$ cat src/rtl/pe_weight_loader_pkg.sv
// Shared definitions for the PE weight loader: weight/slot widths and FSM state encoding.
// Imported by pe_weight_loader and pe_wload_cnt.
package pe_weight_loader_pkg;

    localparam int WEIGHT_W    = 8;
    localparam int NUM_WSLOT   = 4;
    localparam int WSLOT_SEL_W = 2;

    typedef logic [1:0] state_t;

    localparam state_t ST_IDLE = 2'd0;
    localparam state_t ST_LOAD = 2'd1;
    localparam state_t ST_DONE = 2'd2;

endpackage

$ cat src/rtl/pe_wload_cnt.sv
// Nested PE/slot counter for the weight loader, slot-major order, with last-beat flag.
// In broadcast mode the PE index stays at 0 and every beat advances the slot.
module pe_wload_cnt
    import pe_weight_loader_pkg::*;
#(
    parameter int  NUM_PE   = 16,
    localparam int PE_IDX_W = $clog2(NUM_PE)
) (
    input  logic                   clk,
    input  logic                   rst_n,
    input  logic                   clear_i,
    input  logic                   advance_i,
    input  logic                   bcast_i,
    input  logic [WSLOT_SEL_W-1:0] last_slot_i,
    output logic [PE_IDX_W-1:0]    pe_cnt_o,
    output logic [WSLOT_SEL_W-1:0] slot_cnt_o,
    output logic                   last_o
);

    logic [PE_IDX_W-1:0]    pe_cnt_q, pe_cnt_d;
    logic [WSLOT_SEL_W-1:0] slot_cnt_q, slot_cnt_d;
    logic                   pe_wrap;

    assign pe_wrap = (pe_cnt_q == PE_IDX_W'(NUM_PE - 1));

    always_comb begin
        // NOTE: default every combinational output first so no path can infer a latch.
        pe_cnt_d   = pe_cnt_q;
        slot_cnt_d = slot_cnt_q;
        if (clear_i) begin
            pe_cnt_d   = '0;
            slot_cnt_d = '0;
        end else if (advance_i) begin
            if (bcast_i) begin
                pe_cnt_d   = '0;
                slot_cnt_d = slot_cnt_q + WSLOT_SEL_W'(1);
            end else if (pe_wrap) begin
                pe_cnt_d   = '0;
                slot_cnt_d = slot_cnt_q + WSLOT_SEL_W'(1);
            end else begin
                pe_cnt_d = pe_cnt_q + PE_IDX_W'(1);
            end
        end
    end

    always_ff @(posedge clk or negedge rst_n) begin
        if (!rst_n) begin
            pe_cnt_q   <= '0;
            slot_cnt_q <= '0;
        end else begin
            // NOTE: sequential state uses non-blocking assignments so all flops update together.
            pe_cnt_q   <= pe_cnt_d;
            slot_cnt_q <= slot_cnt_d;
        end
    end

    assign pe_cnt_o   = pe_cnt_q;
    assign slot_cnt_o = slot_cnt_q;
    assign last_o     = (bcast_i || pe_wrap) && (slot_cnt_q == last_slot_i);

endmodule

$ cat src/rtl/pe_weight_loader.sv
// Weight loader: streams signed weights into the per-PE weight slots, slot-major, then pulses done.
// Optional broadcast mode (one beat written to every PE) is enabled with macro WLOAD_BCAST_EN.
module pe_weight_loader
    import pe_weight_loader_pkg::*;
#(
    parameter int  NUM_PE   = 16,
    localparam int PE_IDX_W = $clog2(NUM_PE)
) (
    input  logic                       clk,
    input  logic                       rst_n,
    input  logic                       start,
    input  logic [WSLOT_SEL_W-1:0]     num_slots,
    input  logic                       bcast,
    input  logic                       abort,
    input  logic                       in_valid,
    output logic                       in_ready,
    input  logic signed [WEIGHT_W-1:0] in_data,
    output logic signed [WEIGHT_W-1:0] weight_load,
    output logic [NUM_PE-1:0]          weight_load_en,
    output logic [WSLOT_SEL_W-1:0]     weight_load_sel,
    output logic                       busy,
    output logic                       done
);

    state_t                     state_q, state_d;
    logic [WSLOT_SEL_W-1:0]     num_slots_q, num_slots_d;
    logic signed [WEIGHT_W-1:0] wl_q, wl_d;
    logic [WSLOT_SEL_W-1:0]     sel_q, sel_d;
    logic [NUM_PE-1:0]          en_q, en_d;

    logic                   beat_acc;
    logic                   cnt_clear;
    logic                   cnt_last;
    logic                   bcast_mode;
    logic [PE_IDX_W-1:0]    pe_cnt;
    logic [WSLOT_SEL_W-1:0] slot_cnt;

    assign in_ready = (state_q == ST_LOAD);
    assign beat_acc = in_valid && in_ready;

`ifdef WLOAD_BCAST_EN
    logic bcast_q, bcast_d;

    assign bcast_d    = (state_q == ST_IDLE && start) ? bcast : bcast_q;
    assign bcast_mode = bcast_q;

    always_ff @(posedge clk or negedge rst_n) begin
        if (!rst_n) bcast_q <= 1'b0;
        else        bcast_q <= bcast_d;
    end
`else
    logic unused_bcast;

    assign unused_bcast = bcast;
    assign bcast_mode   = 1'b0;
`endif

    pe_wload_cnt #(.NUM_PE(NUM_PE)) u_cnt (
        .clk        (clk),
        .rst_n      (rst_n),
        .clear_i    (cnt_clear),
        .advance_i  (beat_acc),
        .bcast_i    (bcast_mode),
        .last_slot_i(num_slots_q),
        .pe_cnt_o   (pe_cnt),
        .slot_cnt_o (slot_cnt),
        .last_o     (cnt_last)
    );

    always_comb begin
        state_d     = state_q;
        num_slots_d = num_slots_q;
        cnt_clear   = 1'b0;
        case (state_q)
            ST_IDLE: begin
                // start outranks abort here; abort has nothing to cancel yet
                if (start) begin
                    state_d     = ST_LOAD;
                    num_slots_d = num_slots;
                    cnt_clear   = 1'b1;
                end
            end
            ST_LOAD: begin
                if (abort)                     state_d = ST_IDLE;
                else if (beat_acc && cnt_last) state_d = ST_DONE;
            end
            ST_DONE: state_d = ST_IDLE;
            default: state_d = ST_IDLE;
        endcase
    end

    // A beat accepted alongside abort is still written out; only later beats are refused.
    always_comb begin
        wl_d  = wl_q;
        sel_d = sel_q;
        en_d  = '0;
        if (beat_acc) begin
            wl_d  = in_data;
            sel_d = slot_cnt;
            en_d  = bcast_mode ? {NUM_PE{1'b1}} : (NUM_PE'(1) << pe_cnt);
        end
    end

    always_ff @(posedge clk or negedge rst_n) begin
        if (!rst_n) begin
            state_q     <= ST_IDLE;
            num_slots_q <= '0;
            wl_q        <= '0;
            sel_q       <= '0;
            en_q        <= '0;
        end else begin
            state_q     <= state_d;
            num_slots_q <= num_slots_d;
            wl_q        <= wl_d;
            sel_q       <= sel_d;
            en_q        <= en_d;
        end
    end

    assign weight_load     = wl_q;
    assign weight_load_sel = sel_q;
    assign weight_load_en  = en_q;
    assign busy            = (state_q != ST_IDLE);
    assign done            = (state_q == ST_DONE);

endmodule
$ cat config.mk
export PLATFORM = sky130hd
export DESIGN_NAME = pe_weight_loader
export DESIGN_NICKNAME = d
export VERILOG_FILES = /design/src/rtl/pe_weight_loader_pkg.sv /design/src/rtl/pe_wload_cnt.sv /design/src/rtl/pe_weight_loader.sv
export SDC_FILE = /design/constraint.sdc
export NUM_CORES = 1
export LEC_CHECK = 0
export BUFFER_PORTS_ARGS = -buffer_cell sky130_fd_sc_hd__buf_4
export CORE_MARGIN = 2
export CORE_UTILIZATION = 45
export DETAILED_ROUTE_END_ITERATION = 10
export PLACE_DENSITY = 0.74
export SLEW_MARGIN = 30
export SYNTH_ARGS = -nofsm -noshare
export SYNTH_HDL_FRONTEND = slang
export SYNTH_SLANG_ARGS = --single-unit
export TNS_END_PERCENT = 30
$ cat constraint.sdc
create_clock -name clk -period 1.51 [get_ports clk]
set_clock_uncertainty 0.15 [all_clocks]
set_input_delay 0.3775 -clock clk [delete_from_list [all_inputs] [get_ports clk]]
set_output_delay 0.3775 -clock clk [all_outputs]
set_load 0.02 [all_outputs]
[Word level (Yosys, flattened, before mapping)]
Cells that the tools add are included.
Word-level totals
  output and inout port bits: 29
  input bits: 16
  register bits after elaboration: 36
Operators by class
  eq/ne operators: 6
  add/sub/neg operators: 2
  shift-type cells: 1
  reductions and logical operators: 10
  muxes and demuxes: 13
Operator list (number)
  $mux W16: 1
  $shl A1 B4 Y16 const A: 1
  $mux W2: 6
  $mux W4: 3
  $reduce_and A2 Y1: 3
  $reduce_bool A2 Y1: 3
  $add A4 B1 Y4 const B: 1
  $eq A4 B4 Y1 const B: 1
  $pmux W2 S2: 1
  $logic_and A1 B1 Y1: 3
  $ne A3 B2 Y1 const B: 1
  $add A2 B1 Y2 const B: 1
  $eq A2 B1 Y1 const B: 1
  $eq A2 B2 Y1: 1
  $eq A2 B2 Y1 const B: 1
  $logic_not A2 Y1: 1
  $mux W1: 2
  $ne A2 B2 Y1 const B: 1

[Logic depth before layout (Yosys ltp)]
Gate-level depths: netlist (run 1).
  word-level depth: 6
  depth in mapped cells: 5
  mapped depth without buffers: 4

[Cells and area by module]
A second synthesis (run 1) with hierarchy kept.
Second synthesis, totals
  cell total of the unflattened synthesis: 113
  area, all modules: 1508.9 um^2
Modules (own cells, without submodules)
  pe_weight_loader: times used 1, cells an instance 78, area an instance 1178.6 um^2, sequential area each 750.7 um^2
  pe_wload_cnt: times used 1, cells an instance 35, area an instance 330.3 um^2, sequential area each 150.1 um^2

[Worst setup path after synthesis (run 1)]
OpenSTA, ideal clock, no wires.
  path kind: reg2reg
  start point: register u_cnt.pe_cnt_q[0], in the netlist u_cnt.pe_cnt_o[0]
  end point: register u_cnt.pe_cnt_q[2], in the netlist u_cnt.pe_cnt_o[2]
  setup time: 0.078 ns
  period minus slack after synthesis: 1.632 ns
  stages on the path, launching flop included: 5
  path buffers: 0
  arrival time: 1.404 ns
  path slack: -0.122 ns
  required time: 1.282 ns
  path through: dfrtp_1 -> ha_1 -> ha_1 -> or3_1 -> a21oi_1
On the way
  cells in the longest elaborated chain, start to end: 4
  elaborated cells on any way between the ends: 5
Ends and longest elaborated chain
  start, declared: RTL line pe_wload_cnt.sv:20  | logic [PE_IDX_W-1:0] pe_cnt_q, pe_cnt_d;
  start signal, assigned: RTL line pe_wload_cnt.sv:52  | pe_cnt_q <= pe_cnt_d;
  $add A4 B1 Y4 / $eq A4 B4 Y1 (equally long branches): RTL line pe_wload_cnt.sv:41, pe_wload_cnt.sv:24
  $mux W4 (*): RTL line pe_wload_cnt.sv:37  | end else if (pe_wrap) begin
  $mux W4 (*): RTL line pe_wload_cnt.sv:33  | end else if (advance_i) begin
  $mux W4 (*): RTL line pe_wload_cnt.sv:30  | if (clear_i) begin
Every way passes the cells marked *; elsewhere a longest branch is shown, timed or not. The select of a mux whose other input is x is not followed.
A chain may end at the register's enable or synchronous reset.

[Final worst setup path (run 1)]
  start point: register state_q[0]
  end point: output busy
On the way
  cells in the longest elaborated chain, start to end: 1
Ends and longest elaborated chain
  start, declared: RTL line pe_weight_loader.sv:25  | state_t state_q, state_d;
  start signal, assigned: RTL line pe_weight_loader.sv:112  | state_q <= state_d;
  $reduce_bool A2 Y1: RTL line pe_weight_loader.sv:123  | assign busy = (state_q != ST_IDLE);
  end, declared: RTL line pe_weight_loader.sv:21  | output logic busy,
No other way between the ends.

==> results.md, run 1 <==
- Slew at the pin closest to its max-slew limit: 0.4381 ns
- Total congestion overflow: 0
- Area growth from synthesis to final layout: 36.93%
- Die area: 0.003943 sq mm
- Relative slew margins: 70.79%
- Setup-failing EPs final: 4
- Input/output buffers: 43
- Final critical-path setup slack: -0.2174 ns
- Routability cong.: 0.7998
- Hold endpoint: state_q[1]
- Remaining antenna violation count: 0
- Initial antenna violation count: 0
- Net count of the finished layout: 224
- Number of global-route vias before repair: 1185
- First-pass GRT wire length: 5.037 mm
- Buffer cell driving the clock tree root: clkbuf_4
- Global-route usage over all layers: 16.45%
- Post-Synthesis Cells: 140
- Flip-flop and latch count after synthesis: 36
- Number of enable flip-flop cells after synthesis: 0
- Nets in the synthesized netlist: 162
- Kind of end point of the critical path: output pin
- Overall power after layout: 2.200 mW
- Max-cap viol count: 0
- Number of rows created at floorplan: 21
- Number of diodes added for antenna fixing: 0
- Part of the Yosys area used for sequential elements: 57.92%
- Dominant cell by count in the synthesized netlist: nand2_1
- Post-DR wirelength/cell: 11.85 um
- Via count of the routed design: 1178
- TritonCTS Sinks: 36
- Category of the critical setup timing path: reg2out
- Total half-perimeter wirelength after legalization and detailed placement: 2.169 mm
- Worst Hold Class: in2reg
- Final WL: 2.939 mm
- Horizontal die dimension: 62.79 um
- Fin. Hold Viols: 0
- Portion of synthesized cell area occupied by the leading cell type: 57.92%
- Distinct cells, synth: 34
- Reg2reg start: state_q[1]
- Clock-pin slew of the registers on the worst-case setup and hold paths: 0.10 ns
- Clock latency on the worst-skew pair: 0.33 ns
- Final core utilization: 63.82%
- Peak supply drop: 0.7999 mV
- Cell area power density: 1033 mW/mm^2
- Fin. max-slew vios: 0
- Run status: finished with violations
- Largest net degree at the start of global routing: 37
- Minimum hold slack: 0.05023 ns
- Data arrival, critical path: 1.20 ns
- Post-synth top cells: nand2_1 (37), dfrtp_1 (36), nor2_1 (12), ha_1 (6), inv_1 (4)
- Setup repair after global routing missed its margin: true
- Cell depth of the worst flop-to-flop path: 4
- Leak pwr: 1.142 nW
- Avg Cell Area, Syn: 11.11 sq um
- Reg2Reg Capture Point: state_q[0]
- Initial DRC count: 44
- CTS tree: done
- Library cell contributing the largest single delay on the critical path: dfrtp_2
- Height of the die: 62.79 um
- Critical path peak fanout: 4
- Primary FF master, synth: dfrtp_1
- Effective utilization at floorplan: 46.61%
- Cts bufs inserted: 5
- Leading cell types by total area after synthesis: dfrtp_1 (58%), nand2_1 (8.9%), ha_1 (4.8%)
- Final routed DRC violation total: 0
- Leading area contributor after synthesis: dfrtp_1
- Failing checks: negative setup slack
- Share of synthesized registers carrying an async set or reset: 100.0%
- Worst reg2reg setup slack: 0 ns
- Vias per cell: 4.750
- Yosys warns: 0
- Post-Synthesis Cell Area: 0.001555 sq mm
- Depth of the worst hold-timing path: 2
- Fmax: 0.5789 GHz
- Core ar.: 0.003337 sq mm
- Worst path cell trace: or2_2 -> buf_6
- CP peak stage delay: 0.43 ns
- Share of final-layout standard cells stronger than drive strength 1: 44.55%
- Maximum level of the CTS H-tree: 2
- I/O pins: 45
- Buffer levels on the longest clock path: 2
- Fraction of the cycle the final worst path needs: 114.4%
- Required arrival time at the worst endpoint: 0.98 ns
- Pre-Repair DR Iteration Count: 4
- Origin of the worst min-delay path: abort
- Minimum clock period after layout: 1.727 ns
- Type of origin of the critical path: register
metrics by stage:
| step | instance area, sq um | std cells | setup TNS, ns | setup slack, ns |
|---|---|---|---|---|
| after global routing | 2130 | 248 | -1.149 | -0.2710 |
| final | 2130 | 248 | -0.5205 | -0.2174 |
| after CTS | 2071 | 246 | -0.6244 | -0.2305 |
| after global placement | 1973 | 235 | 0 | 0.02765 |
| after floorplan | 1558 | 140 | 0 | 0.01225 |
| after detailed placement | 1973 | 235 | -0.02053 | -0.009186 |
where the power goes:
| group | switching, mW | internal (mW) | total [mW] |
|---|---|---|---|
| registers | 0.0592 | 1.06 | 1.11 |
| clock network | 0.287 | 0.171 | 0.458 |
| logic | 0.335 | 0.292 | 0.627 |
cell usage in the layout (no fill, tap or decap), types with 2 or more instances in the layout:
cell / n
nor3_1: 3
buf_4: 54
and3_1: 2
dfrtp_2: 2
nor3_2: 3
inv_1: 4
nand2_1: 37
nand2_4: 3
a21oi_1: 3
nor2_2: 3
xnor2_1: 2
nand2b_1: 2
ha_4: 2
ha_1: 4
mux2_2: 2
nor2_1: 8
buf_6: 5
dfrtp_1: 34
nand3_1: 2
clkbuf_4: 5
or3_1: 2
how the worst max path moves through the flow:
stage,cells past startpoint,to,start
after floorplan,4,u_cnt.pe_cnt_o[2],u_cnt.pe_cnt_o[0]
after global placement,4,u_cnt.pe_cnt_o[2],u_cnt.pe_cnt_o[1]
after detailed placement,4,weight_load_en[9],state_q[1]
after CTS,3,in_ready,state_q[1]
after global routing,2,busy,state_q[0]
final,2,busy,state_q[0]
area by class of cell:
cell class / instances / area [sq um]
inverters: 4 / 15.01
well taps: 46 / 57.56
fillers: 288 / 1207
clock buffers: 6 / 41.29
multi-input cells: 94 / 630.6
repair buffers: 61 / 476.7
flip-flops and latches: 36 / 903.4
clock inverters: 1 / 5.005
routing by layer:
layer / track usage, % / vias up / share of wire [%]
li1: - / 575 / -
met1: 18.70 / 562 / 38
met2: 28.76 / 34 / 54
met3: 5.045 / 7 / 5.4
met4: 6.667 / 0 / 1.8
met5: 0 / - / 0
state kept, by name (all words and copies together) (netlist names):
register,cells
u_cnt.pe_cnt_o,4
weight_load_en,16
state_q,2
num_slots_q,2
weight_load_sel,2
u_cnt.slot_cnt_o,2
weight_load,8
worst max-delay path: cells and delay by family, from the launching register on:
| family | cells | cell delay, ns |
|---|---|---|
| flip-flops | 1 | 0.43 |
| buffers and inverters | 1 | 0.14 |
| AND/OR/NAND/NOR | 1 | 0.31 |
timing repair:
item                                    4_1_cts  5_1_grt
endpoints found under the setup margin       11       24
gates resized for setup                       7       10
pin swaps                                     0        6
cloned                                        0        1
endpoints found under the hold margin        36        0
hold buffers                                  1        0
setup buffers                                 3        1
cell families (layout without fill, tap and decap cells):
group,after synthesis,count (layout),synth area share [%]
simple gates,75,75,25.82
mux,3,3,2.092
compound gates,8,8,3.700
fa+ha+maj,6,6,4.827
buf+inv,10,72,4.504
xor+xnor,2,2,1.127
flops,36,36,57.92
No activity file was read; power rests on OpenSTA's default activity.
==> inputs of run 2 (changes only) <==
--- a/config.mk
+++ b/config.mk
@@ -6,10 +6,12 @@
 export NUM_CORES = 1
 export LEC_CHECK = 0
 export BUFFER_PORTS_ARGS = -buffer_cell sky130_fd_sc_hd__buf_4
+export CORE_ASPECT_RATIO = 2
 export CORE_MARGIN = 2
 export CORE_UTILIZATION = 45
 export DETAILED_ROUTE_END_ITERATION = 10
 export PLACE_DENSITY = 0.74
+export SETUP_SLACK_MARGIN = 0.05
 export SLEW_MARGIN = 30
 export SYNTH_ARGS = -nofsm -noshare
 export SYNTH_HDL_FRONTEND = slang
==> run 2 against run 1 <==
  * The flow still finishes with violations (negative setup slack)
  * Count of clock-buffer cells in the layout grew 1
  * Setup slack gained 0.069 ns
  * Maximum frequency grew 4.2%
  * First-iteration DRC count shrank 91%
  * Combinational power grew 9.9%
  * Final cell count shrank 4.4%
  * Clock power grew 56%
  * Critical path type is now reg2reg
  * Largest cell class unchanged
==> results.md, run 2 (synthesis gave the netlist of run 1 again) <==
- Die area: 0.003971 sq mm (+0.72%)
- Peak supply drop: 0.8579 mV (+7.3%)
- Failing checks: negative setup slack
- Number of diodes added for antenna fixing: 0 (unchanged)
- CTS tree: done
- Final std cells w/o fill: 237 (-4.4%)
- Pre-Repair DR Iteration Count: 2 (-2)
- Relative slew margins: 70.82% (about the same)
- Top library cells by usage in the layout, fill and taps aside: buf_4 (54), nand2_1 (37), dfrtp_1 (34), nor2_1 (8), clkbuf_8 (7)
- Share of final-layout standard cells stronger than drive strength 1: 48.29% (+3.7 points)
- Count of buffering cells on the critical path with inverters included: 2 (+1)
- Effective utilization at floorplan: 46.55% (-0.052 points)
- Category of the critical setup timing path: reg2reg
- Total half-perimeter wirelength after legalization and detailed placement: 2.153 mm (-0.77%)
- Setup-failing EPs final: 38 (+34)
- Final WL: 3.248 mm (+11%)
- Cell area power density: 1105 mW/mm^2 (+7.0%)
- Cts bufs inserted: 5 (unchanged)
- Clock latency on the worst-skew pair: 0.28 ns (-0.05 ns)
- Overall power after layout: 2.521 mW (+15%)
- Switching part of the total power: 28.94% (-2.0 points)
- Minimum hold slack: 0.1109 ns (+0.06064 ns)
- Data arrival, critical path: 1.68 ns (+0.48 ns)
- Largest net degree at the start of global routing: 37 (unchanged)
- Leak pwr: 1.179 nW (+3.3%)
- Height of the die: 87.14 um (+39%)
- Area growth from synthesis to final layout: 46.66%
- Minimum clock period after layout: 1.658 ns (-0.06911 ns)
- Run status: finished with violations
- Final critical-path setup slack: -0.1483 ns (+0.06911 ns)
- Kind of end point of the critical path: register
- Fin. Hold Viols: 0 (unchanged)
- Fraction of power consumed by the clock network: 28.3% (+7.5 points)
- Fraction of the cycle the final worst path needs: 109.8% (-4.6 points)
- Fin. max-slew vios: 0 (unchanged)
- Internal Pwr Total: 1.792 mW (+18%)
- Required arrival time at the worst endpoint: 1.53 ns (+0.55 ns)
- Initial DRC count: 4 (-91%)
- CP peak stage delay: 0.42 ns (about the same)
- Buffer cell driving the clock tree root: clkbuf_8
- Total congestion overflow: 0 (unchanged)
- Library cell contributing the largest single delay on the critical path: dfrtp_2
- Post-DR wirelength/cell: 13.70 um (+16%)
- Maximum level of the CTS H-tree: 2 (unchanged)
- Via count of the routed design: 1200 (+1.9%)
- Worst path cell trace: buf_4 -> buf_6 -> and3b_2 -> nand4_1 -> a21o_1
- Number of global-route vias before repair: 1222 (+3.1%)
- Net switching power figure: 0.7297 mW (+7.2%)
- Net count of the finished layout: 227 (+1.3%)
- Horizontal die dimension: 45.57 um (-27%)
- Slew at the pin closest to its max-slew limit: 0.4377 ns (-0.0003328 ns)
- Final routed DRC violation total: 0 (unchanged)
- Worst Hold Class: in2reg
- TritonCTS Sinks: 36 (unchanged)
- First-pass GRT wire length: 5.092 mm (+1.1%)
- Worst path top cell family by delay: simple AND/OR/NAND/NOR gates
- Vias per cell: 5.063 (+6.6%)
- Remaining antenna violation count: 0 (unchanged)
- Max-cap viol count: 0 (unchanged)
- Fmax: 0.6030 GHz (+4.2%)
- Commonest non-fill, non-tap cell in the layout: buf_4
- Sequential share of power: 44.4% (-6.3 points)
- Max reg flops: 16 (unchanged)
- Core ar.: 0.003341 sq mm (+0.11%)
- Logic gate share of total power: 27.3% (-1.2 points)
- Placed cells: 220 (-6.4%)
- Input/output buffers: 43 (unchanged)
- Number of rows created at floorplan: 30 (+43%)
- Type of origin of the critical path: register
- Worst slack at placement: -0.01022 ns (-0.001036 ns)
- Critical path peak fanout: 6 (+2)
- Setup repair after global routing missed its margin: true
- Initial antenna violation count: 0 (unchanged)
- Routability cong.: 0.7548 (-5.6%)
- Global-route usage over all layers: 17.65% (+1.2 points)
- I/O pins: 45 (unchanged)
- Clock-pin slew of the registers on the worst-case setup and hold paths: 0.07 ns (-0.03 ns)
- Buffer levels on the longest clock path: 2 (unchanged)
==> run 2: cell count changes in the layout (fill, tap and decap cells not counted), sizes merged <==
cell / delta
clkbuf: +2
buf: +2
clkinv: -1
==> run 2: timing repair <==
| action | 4_1_cts | 5_1_grt |
|---|---|---|
| hold buffers | 1 | 0 |
| pin swaps | 3 | 12 |
| cloned | 0 | 1 |
| setup endpoints to repair | 15 | 38 |
| endpoints found under the hold margin | 36 | 0 |
| buffers inserted | 5 | 3 |
| gates resized for setup | 12 | 17 |
==> run 2: final cells by class <==
cell class	count	area [sq um]
fill	244	1060
timing repair buffer	64	543.0
tap	32	40.04
clock buffer	7	96.34
inverter	4	15.01
sequential	36	903.4
multi-input combinational	94	683.2
==> run 2: worst paths after layout <==
path                            depth (start not counted)  slack (ns)                 to            from
worst max-delay path                                    5       -0.15         state_q[0]      state_q[1]
min in group asynchronous                               2        0.43  u_cnt.pe_cnt_o[1]           rst_n
worst min register to register                          2        0.33     weight_load[3]  weight_load[3]
worst max register to register                          5       -0.15         state_q[0]      state_q[1]
worst min-delay path                                    2        0.11         state_q[1]           abort
max in group asynchronous                               2        0.45         state_q[0]           rst_n
==> run 2: power groups by stage <==
stage	sequential [mW]	clock (mW)	combinational, mW
floorplan	1.21	0	0.264
detailed placement	1.13	0	0.592
global placement	1.13	0	0.577
CTS	1.12	0.732	0.644
global route	1.13	0.765	0.746
finish	1.12	0.713	0.689
==> run 2: metal layers <==
metal	global-route usage, %	vias up	part of all wire (%)
met1	17.85	575	34
met3	4.564	11	3.8
li1	-	576	-
met5	0	-	0
met4	10.16	0	3.0
met2	30.60	38	59
==> run 2: through the flow <==
step	setup TNS (ns)	cell area, sq um	util [%]
3_3_place_gp	0	1961	58.69
2_1_floorplan	0	1558	-
6_report	-3.033	2281	68.28
5_1_grt	-4.472	2281	68.28
3_5_place_dp	-0.01022	1961	58.69
4_1_cts	-0.3447	2157	64.57
==> inputs of run 3 (changes only) <==
--- a/config.mk
+++ b/config.mk
@@ -9,9 +9,11 @@
 export CORE_ASPECT_RATIO = 2
 export CORE_MARGIN = 2
 export CORE_UTILIZATION = 45
+export CTS_CLUSTER_SIZE = 12
 export DETAILED_ROUTE_END_ITERATION = 10
 export PLACE_DENSITY = 0.74
 export SETUP_SLACK_MARGIN = 0.05
+export SKIP_LAST_GASP = 1
 export SLEW_MARGIN = 30
 export SYNTH_ARGS = -nofsm -noshare
 export SYNTH_HDL_FRONTEND = slang
==> run 3 against run 2 <==
  * The run still ends with negative setup slack left
  * Sequential share of layout area rose by 0.75 points
  * Highest routed layer unchanged
  * Global-route usage fell by 0.21 points
  * Core utilization fell by 1.3 points
  * Sequential power barely moved
  * Hold slack got worse by 0.0012 ns
  * First-iteration DRC count rose to 3.8 times the previous value
  * Critical endpoint is now u_cnt.slot_cnt_o[1]
  * Non-clock buffer count fell by 1
  * Largest cell class unchanged
==> results.md, run 3 (synthesis gave the netlist of run 1 again) <==
- Cell depth of the worst flop-to-flop path: 6 (+1)
- Critical path peak fanout: 6 (unchanged)
- Buffer cell driving the clock tree root: clkbuf_8
- Number of rows created at floorplan: 30 (unchanged)
- Placed cells: 220 (unchanged)
- Final WL: 3.229 mm (-0.58%)
- Effective utilization at floorplan: 46.55% (unchanged)
- Cell area power density: 1120 mW/mm^2 (+1.3%)
- Run status: finished with violations
- Fin. Hold Viols: 0 (unchanged)
- Relative slew margins: 71.46% (+0.65 points)
- Worst path cell trace: buf_4 -> buf_6 -> and3b_2 -> buf_4 -> nand3_1 -> mux2i_1
- Type of origin of the critical path: register
- Area growth from synthesis to final layout: 43.93%
- Final routed DRC violation total: 0 (unchanged)
- Data arrival, critical path: 1.69 ns (about the same)
- Met2 track demand over resource: 30.73% (+0.13 points)
- Initial DRC count: 15 (+11)
- Maximum level of the CTS H-tree: 2 (unchanged)
- Fmax: 0.5960 GHz (-1.2%)
- Height of the die: 87.14 um (unchanged)
- DP Area: 0.001961 sq mm (unchanged)
- Minimum clock period after layout: 1.678 ns (+0.01964 ns)
- Final design instance area without fill: 0.002238 sq mm (-1.9%)
- Cts bufs inserted: 5 (unchanged)
- Fraction of the cycle the final worst path needs: 111.1% (+1.3 points)
- Total half-perimeter wirelength after legalization and detailed placement: 2.153 mm (unchanged)
- Clock latency on the worst-skew pair: 0.28 ns (about the same)
- Category of the critical setup timing path: reg2reg
- Share of final-layout standard cells stronger than drive strength 1: 46.57% (-1.7 points)
- Max-cap viol count: 0 (unchanged)
- Failing checks: negative setup slack
- Pre-Repair DR Iteration Count: 4 (+2)
- Met1 usage in global routing: 17.85% (unchanged)
- CTS tree: done
- Most used cell along the critical path: buf_4
- Final std cells w/o fill: 236 (-0.42%)
- Library cell contributing the largest single delay on the critical path: dfrtp_2
- Required arrival time at the worst endpoint: 1.52 ns (about the same)
- First-pass GRT wire length: 5.030 mm (-1.2%)
- Core ar.: 0.003341 sq mm (unchanged)
- Setup-failing EPs final: 38 (unchanged)
- Leak pwr: 1.172 nW (-0.62%)
- Net count of the finished layout: 226 (-0.44%)
- Clock-pin slew of the registers on the worst-case setup and hold paths: 0.07 ns (about the same)
- TritonCTS Sinks: 36 (unchanged)
- Vias per cell: 5.025 (-0.75%)
- Via count of the routed design: 1186 (-1.2%)
- Post-route setup TNS: -3.560 ns (-0.5271 ns)
- Kind of end point of the critical path: register
- Met3 track demand over resource in global routing: 4.357% (-0.21 points)
- Fill cell instance count of the final layout: 259 (+6.1%)
- I/O pins: 45 (unchanged)
- Setup repair after global routing missed its margin: true
- Commonest non-fill, non-tap cell in the layout: buf_4
- Number of diodes added for antenna fixing: 0 (unchanged)
- Depth of the worst hold-timing path: 2 (unchanged)
- Total congestion overflow: 0 (unchanged)
- Max reg flops: 16 (unchanged)
- CP peak stage delay: 0.43 ns (about the same)
- Worst Hold Class: in2reg
- Horizontal die dimension: 45.57 um (unchanged)
- Slew at the pin closest to its max-slew limit: 0.4280 ns (-0.009699 ns)
- Initial antenna violation count: 0 (unchanged)
- Layer carrying the most global-route usage: met2
- Remaining antenna violation count: 0 (unchanged)
- Input/output buffers: 43 (unchanged)
- Number of global-route vias before repair: 1192 (-2.5%)
- Worst reg2reg setup slack: -0.17 ns (-0.02 ns)
- Routability cong.: 0.7548 (unchanged)
- Peak supply drop: 0.8282 mV (-3.5%)
- Post-DR wirelength/cell: 13.68 um (-0.16%)
- Largest net degree at the start of global routing: 37 (unchanged)
- Final critical-path setup slack: -0.1679 ns (-0.01964 ns)
- Top library cells by usage in the layout, fill and taps aside: buf_4 (55), nand2_1 (35), dfrtp_1 (34), nor2_1 (7), clkbuf_8 (7)
- Die area: 0.003971 sq mm (unchanged)
- Buffer levels on the longest clock path: 2 (unchanged)
- Global-route usage over all layers: 17.45% (-0.21 points)
- Fin. max-slew vios: 0 (unchanged)
-- run 3: final timing paths --
path | start | to
max | state_q[1] | u_cnt.slot_cnt_o[1]
min | abort | state_q[1]
max reg2reg | state_q[1] | u_cnt.slot_cnt_o[1]
min reg2reg | weight_load[2] | weight_load[2]
max in group asynchronous | rst_n | state_q[0]
min in group asynchronous | rst_n | u_cnt.pe_cnt_o[1]
-- run 3: final cells by class --
| type | count | area (sq um) | area share (%) |
|---|---|---|---|
| sequential | 36 | 903.4 | 40.36 |
| multi-input combinational | 94 | 655.6 | 29.29 |
| timing repair buffer | 63 | 528.0 | 23.59 |
| clock buffer | 7 | 96.34 | 4.304 |
| tap | 32 | 40.04 | 1.789 |
| inverter | 4 | 15.01 | 0.6708 |
-- run 3: routing by layer --
metal	share of wire, %	vias to the layer above
li1	-	574
met1	33	561
met2	59	38
met3	4.5	13
met4	3.3	0
met5	0	-
-- run 3: stage by stage --
stage          hold WS [ns]  total power [mW]  utilization, %  worst slack (ns)
5_1_grt              0.1057             2.626           67.00           -0.1929
4_1_cts             0.09467             2.491           64.16           -0.1645
3_3_place_gp         0.1926             1.704           58.69          0.007819
3_5_place_dp         0.1997             1.726           58.69          -0.01022
2_1_floorplan      -0.06809             1.473               -           0.01225
6_report             0.1097             2.507           67.00           -0.1679
-- run 3: where the power goes --
part	switching [mW]	internal (mW)	leakage, nW
Sequential	0.0623	1.06	0.478
Combinational	0.353	0.322	0.643
Clock	0.307	0.406	0.0503
-- run 3: what timing repair did --
action | in CTS | in global routing
gates resized for setup | 8 | 15
setup buffers | 5 | 2
cloned | 0 | 1
endpoints found under the hold margin | 36 | 0
setup endpoints to repair | 15 | 38
hold buffers | 1 | 0
pin swaps | 3 | 7
-- run 3: critical path: cells and delay by family (launching register included) --
kind	cells	cell delay [ns]
DFF	1	0.43
muxes	1	0.13
buffers and inverters	3	0.42
and+or+nand+nor	2	0.43
